$ cat src/rtl/bitty_pkg.sv
// Shared definitions for the bitty control unit.
//  - state_t  : FSM state encoding (encodings 6 and 7 are unreachable)
//  - FMT_*    : instruction format codes held in d_in[1:0]
//  - *_lsb()  : instruction field offsets as functions of DATA_W / REG_AW
//  - MUX_IMM  : MSB value of mux_sel that selects the immediate operand
package bitty_pkg;

  typedef enum logic [2:0] {
    ST_IDLE  = 3'd0,
    ST_FETCH = 3'd1,
    ST_LOAD  = 3'd2,
    ST_CALC  = 3'd3,
    ST_STORE = 3'd4,
    ST_ERR   = 3'd5
  } state_t;

  localparam logic [1:0] FMT_RR = 2'b00;
  localparam logic [1:0] FMT_RI = 2'b01;

  localparam int ALU_LSB = 2;
  localparam int FMT_LSB = 0;

  localparam logic MUX_IMM = 1'b1;

  // rx occupies the top REG_AW bits of the instruction
  function automatic int rx_lsb(input int data_w, input int reg_aw);
    return data_w - reg_aw;
  endfunction

  // ry sits directly below rx
  function automatic int ry_lsb(input int data_w, input int reg_aw);
    return data_w - 2 * reg_aw;
  endfunction

endpackage

$ cat src/rtl/bitty_onehot_dec.sv
// One-hot decoder with enable.
//  en     in  1       decoder enable; all outputs 0 when low
//  idx    in  IN_W    binary index
//  onehot out OUT_W   onehot[idx] = en
module bitty_onehot_dec #(
  parameter int IN_W  = 3,
  parameter int OUT_W = 8
) (
  input  logic             en,
  input  logic [IN_W-1:0]  idx,
  output logic [OUT_W-1:0] onehot
);

  genvar gi;
  generate
    for (gi = 0; gi < OUT_W; gi++) begin : g_bit
      assign onehot[gi] = en && (idx == IN_W'(gi));
    end
  endgenerate

endmodule

$ cat src/rtl/bitty_control_unit_p.sv
// Multi-cycle control FSM for the bitty datapath (FETCH/LOAD/CALC/STORE).
//  clk          in   clock, rising edge
//  reset        in   synchronous, active-high; also forces all outputs to 0
//  run          in   start/continue execution (sampled in IDLE, STORE, ERR)
//  d_in         in   instruction register contents
//  done         out  one-cycle pulse at STORE or ERR
//  busy         out  high in every non-IDLE state
//  illegal      out  one-cycle pulse in ERR
//  en_i/en_s/en_c   out  load IR / ALU source / ALU result
//  en_reg       out  one-hot register-file write enable
//  alu_sel      out  ALU operation
//  mux_sel      out  operand mux; MSB=1 selects immediate, else {0,reg idx}
//  instr_count  out  legal instructions retired (wraps)
module bitty_control_unit_p
  import bitty_pkg::*;
#(
  parameter  int DATA_W    = 16,
  parameter  int NUM_REGS  = 8,
  parameter  int ALU_SEL_W = 3,
  parameter  int CNT_W     = 16,
  localparam int REG_AW    = $clog2(NUM_REGS)
) (
  input  logic                 clk,
  input  logic                 reset,
  input  logic                 run,
  input  logic [DATA_W-1:0]    d_in,
  output logic                 done,
  output logic                 busy,
  output logic                 illegal,
  output logic                 en_i,
  output logic                 en_s,
  output logic                 en_c,
  output logic [NUM_REGS-1:0]  en_reg,
  output logic [ALU_SEL_W-1:0] alu_sel,
  output logic [REG_AW:0]      mux_sel,
  output logic [CNT_W-1:0]     instr_count
);

  localparam int RX_LSB = rx_lsb(DATA_W, REG_AW);
  localparam int RY_LSB = ry_lsb(DATA_W, REG_AW);

  // Live instruction fields
  logic [REG_AW-1:0]    rx_in;
  logic [REG_AW-1:0]    ry_in;
  logic [ALU_SEL_W-1:0] alu_in;
  logic [1:0]           fmt_in;

  assign rx_in  = d_in[RX_LSB +: REG_AW];
  assign ry_in  = d_in[RY_LSB +: REG_AW];
  assign alu_in = d_in[ALU_LSB +: ALU_SEL_W];
  assign fmt_in = d_in[FMT_LSB +: 2];

  // Bits between the register fields and the ALU field carry no meaning
  logic unused_d_in;
  assign unused_d_in = ^d_in;

  state_t               state_reg, state_next;
  logic [REG_AW-1:0]    rx_reg, ry_reg;
  logic [ALU_SEL_W-1:0] alu_reg;
  logic [1:0]           fmt_reg;
  logic [CNT_W-1:0]     count_reg;
  logic                 store_en;

  always_ff @(posedge clk) begin
    if (reset) begin
      state_reg <= ST_IDLE;
      rx_reg    <= '0;
      ry_reg    <= '0;
      alu_reg   <= '0;
      fmt_reg   <= '0;
      count_reg <= '0;
    end else begin
      state_reg <= state_next;
      // Fields are captured in LOAD regardless of format; ERR ignores them
      if (state_reg == ST_LOAD) begin
        rx_reg  <= rx_in;
        ry_reg  <= ry_in;
        alu_reg <= alu_in;
        fmt_reg <= fmt_in;
      end
      if (state_reg == ST_STORE) begin
        count_reg <= count_reg + CNT_W'(1);
      end
    end
  end

  always_comb begin
    state_next = state_reg;
    done       = 1'b0;
    busy       = 1'b1;
    illegal    = 1'b0;
    en_i       = 1'b0;
    en_s       = 1'b0;
    en_c       = 1'b0;
    alu_sel    = '0;
    mux_sel    = '0;
    store_en   = 1'b0;

    case (state_reg)
      ST_IDLE: begin
        busy = 1'b0;
        if (run) state_next = ST_FETCH;
      end
      ST_FETCH: begin
        en_i       = 1'b1;
        state_next = ST_LOAD;
      end
      ST_LOAD: begin
        // Format bit 1 set means illegal; decode straight from the IR
        if (!fmt_in[1]) begin
          mux_sel    = {1'b0, rx_in};
          en_s       = 1'b1;
          state_next = ST_CALC;
        end else begin
          state_next = ST_ERR;
        end
      end
      ST_CALC: begin
        en_c       = 1'b1;
        alu_sel    = alu_reg;
        mux_sel    = (fmt_reg == FMT_RI) ? {MUX_IMM, {REG_AW{1'b0}}}
                                         : {1'b0, ry_reg};
        state_next = ST_STORE;
      end
      ST_STORE: begin
        store_en   = 1'b1;
        done       = 1'b1;
        state_next = run ? ST_FETCH : ST_IDLE;
      end
      ST_ERR: begin
        illegal    = 1'b1;
        done       = 1'b1;
        state_next = run ? ST_FETCH : ST_IDLE;
      end
      default: begin
        busy       = 1'b0;
        state_next = ST_IDLE;
      end
    endcase

    // Reset overrides everything in the same cycle it is asserted
    if (reset) begin
      done     = 1'b0;
      busy     = 1'b0;
      illegal  = 1'b0;
      en_i     = 1'b0;
      en_s     = 1'b0;
      en_c     = 1'b0;
      alu_sel  = '0;
      mux_sel  = '0;
      store_en = 1'b0;
    end
  end

  assign instr_count = reset ? '0 : count_reg;

  bitty_onehot_dec #(
    .IN_W  (REG_AW),
    .OUT_W (NUM_REGS)
  ) u_reg_dec (
    .en     (store_en),
    .idx    (rx_reg),
    .onehot (en_reg)
  );

endmodule

$ cat config.mk
export PLATFORM = sky130hd
export DESIGN_NAME = bitty_control_unit_p
export DESIGN_NICKNAME = d
export VERILOG_FILES = /design/src/rtl/bitty_pkg.sv /design/src/rtl/bitty_onehot_dec.sv /design/src/rtl/bitty_control_unit_p.sv
export SDC_FILE = /design/constraint.sdc
export NUM_CORES = 1
export LEC_CHECK = 0
export ABC_AREA = 0
export CAP_MARGIN = 10
export CORE_AREA = 2 2 75 77
export CTS_CLUSTER_SIZE = 8
export DETAILED_ROUTE_END_ITERATION = 16
export DIE_AREA = 0 0 77 79
export HOLD_SLACK_MARGIN = 0.05
export SETUP_SLACK_MARGIN = 0.02
export SYNTH_ARGS = -nofsm -noshare
export SYNTH_HDL_FRONTEND = slang
export SYNTH_SLANG_ARGS = --single-unit
export TNS_END_PERCENT = 5
$ cat constraint.sdc
create_clock -name clk -period 3.9 [get_ports clk]
set_input_delay 0.585 -clock clk [delete_from_list [all_inputs] [get_ports clk]]
set_output_delay 0.585 -clock clk [all_outputs]
set_load 0.05 [all_outputs]
==> impl_metrics.tcl <==
set metrics [dict create \
    whs_ps 452.0 \
    holdBufCountCts 0 \
    yosysTopAreaCell "dfxtp_1" \
    cts_num_sinks 30 \
    grt_use_total_pct 12.41 \
    start_util_pct 28.83 \
    worstPathArrival_ps 2420 \
    ys.flop_type "dfxtp_1" \
    dpl.hpwl_um 2579 \
    startpoint_type "input pin" \
    drc 0 \
    seqCellArea_um2 600.6 \
    synthesis.nets 217 \
    area_delta_synth_final_pct 48.86 \
    numCtsBuffers 5 \
    final.setup.tns_ps 0 \
    fmax_mhz 332.6 \
    grt_pass1_vias 1429 \
    rsz0062_at_grt "false" \
    port_buffers 50 \
    min_from "fmt_reg[1]$_SDFFE_PP0N_" \
    vias 1416 \
    synth_async_sr_flop_share_pct 0 \
    fillers 577 \
    routed_wl_um 3459 \
    utilization_pct 42.92 \
    place_area_mm2 0.002208 \
    min_period_ps 3007 \
    place.gp.congestion 0.7317 \
    cts_resized 0 \
    cp-end-kind "primary output" \
    timing.rr.start "state_reg[0]$_SDFFE_PP0P_" \
    power.density_mw_per_mm2 277.3 \
    drive_gt1_share_pct 22.22 \
    grt_pass1_wl_um 6161 \
    die_w_um 77 \
    largest_register_ffs 16 \
    place_inst 309 \
    hold_class "register to register" \
    grt-ovfl-total 0 \
    wl_per_cell_um 10.98 \
    p_leak_nw 0.8776 \
    fin_crit_sh_pct 77.10 \
    relSlewSlack_pct 53.84 \
    timing.final.ws_setup_ps 893.2 \
    first_pass_iters 4 \
    synth_edf_count 0 \
    dpl_worst_slack_ps 869.8 \
    finalHoldViolations 0 \
    stdcell_area_mm2 0.002291 \
    netlist_area_mm2 0.001539 \
    tightest_slew_ps 689.8 \
    dieHeight_um 79 \
    grt_max_degree 20 \
    rr_worst_depth 4 \
    vias_per_cell 4.495 \
    clk_pin_slew_ps 50 \
    yosys-top-cells-area "dfxtp_1 39%, nand2_1 7.3%, nor2_1 7.1%" \
    whs_endpoint "fmt_reg[1]$_SDFFE_PP0N_" \
    synthCells 197 \
    drtIter0Drc 49 \
    min_path_cells 2 \
    timing.rr.end "count_reg[12]$_SDFFE_PP0N_" \
    finalSetupViolCount 0 \
    synth_top_area_share_pct 39.02 \
    ys_types 34 \
    root_buffer "clkbuf_8" \
    clkLatencyLatePin_ps 280 \
    cts_buffer_depth 2 \
    cp.required_ps 3310 \
    nets 264 \
    antenna_found_initial 0 \
    h-tree-depth 2 \
    multi_input_area_um2 878.3 \
    p_total_mw 0.6353 \
    core_mm2 0.005338 \
    synth_area_per_cell_um2 7.812 \
    io_pins 56 \
    antenna_cells 0 \
    dieArea_mm2 0.006083 \
    cp_max_fo 18 \
    drv_slew 0 \
    maxCapViolCount 0 \
    skew_ps 6.549 \
    rrSetupSlack_ps 1940 \
    synthTopCellsByCount "30 x dfxtp_1, 30 x nand2_1, 29 x nor2_1, 16 x nor2b_1, 13 x a21oi_1" \
    ys_ff_latch 30 \
    cts_tree "built" \
    stdcell_count 315 \
    status "finished, final reports clean" \
    ir_worst_vdd_v 0.0001173 \
    critPathKind "input pin to primary output" \
    synth-seq-area-share_pct 39.02 \
    postCtsSetupRepairBufs 0 \
    yosysWarnings 0 \
    ant_nets 0 \
    num_rows 27 \
]
-- power breakdown --
part           total (mW)  switching, mW  internal [mW]  leakage [nW]
logic              0.0678         0.0372         0.0307         0.592
clock network       0.245          0.109          0.136        0.0431
registers           0.323        0.00904          0.314         0.243
total               0.635          0.155          0.480         0.878
-- placed cells by master, fill, tap and decap left out --
| cell | count |
|---|---|
| a211oi_1 | 2 |
| a21oi_1 | 13 |
| a22oi_1 | 3 |
| and2_1 | 1 |
| and3_1 | 5 |
| and4_1 | 2 |
| and4b_1 | 1 |
| buf_12 | 17 |
| buf_4 | 22 |
| clkbuf_8 | 6 |
| clkdlybuf4s50_1 | 13 |
| dfxtp_1 | 30 |
| ha_1 | 1 |
| inv_1 | 1 |
| mux2_2 | 2 |
| mux2_4 | 2 |
| nand2_1 | 30 |
| nand2b_1 | 5 |
| nand3_1 | 5 |
| nand4_1 | 4 |
| nor2_1 | 29 |
| nor2b_1 | 16 |
| nor3_1 | 10 |
| nor3b_1 | 1 |
| nor3b_2 | 1 |
| nor4_4 | 1 |
| o21ai_0 | 3 |
| o22a_1 | 1 |
| or2_2 | 2 |
| or3_1 | 3 |
| or3b_1 | 1 |
| or3b_2 | 1 |
| xnor2_1 | 4 |
| xor2_1 | 5 |
-- worst max path at each step --
stage                     startpoint       to  slack [ps]  depth (start not counted)
after floorplan                reset  illegal         770                          3
after global placement         reset  illegal         890                          5
after detailed placement       reset  illegal         870                          5
after CTS                      reset  illegal         870                          5
after global routing           reset  illegal         750                          5
final                          reset  illegal         890                          5
-- critical path: stages --
cell and delay (ps):
clkdlybuf4s50_1 710, buf_4 360, nor3b_1 380, and2_1 240, buf_12 140
-- kinds of logic (layout without fill, tap and decap cells) --
| kind of cell | count (synthesis) | in the layout | synth area share, % |
|---|---|---|---|
| AOI/OAI and AO/OA | 22 | 22 | 8.211 |
| xor gates and xnor gates | 9 | 9 | 5.122 |
| adders and majority gates | 1 | 1 | 0.8129 |
| buffers and inverters | 13 | 59 | 3.902 |
| DFF | 30 | 30 | 39.02 |
| muxes | 4 | 4 | 3.415 |
| and+or+nand+nor | 118 | 118 | 39.51 |
-- final cells by class --
type                       count  share of cell area [%]
clock buffer                   6                   3.605
inverter                       1                  0.1638
multi-input combinational    154                   38.34
sequential                    30                   26.22
tap                           72                   3.932
timing repair buffer          52                   27.74
-- per-layer routing --
| metal | up-vias | share of wire, % | global-route usage, % |
|---|---|---|---|
| met1 | 624 | 47 | 14.86 |
| met3 | 4 | 5.9 | 4.545 |
| met5 | - | 0 | 0 |
| li1 | 755 | - | - |
| met2 | 33 | 47 | 20.88 |
| met4 | 0 | 0.78 | 3.750 |
No activity file was read; power rests on OpenSTA's default activity.
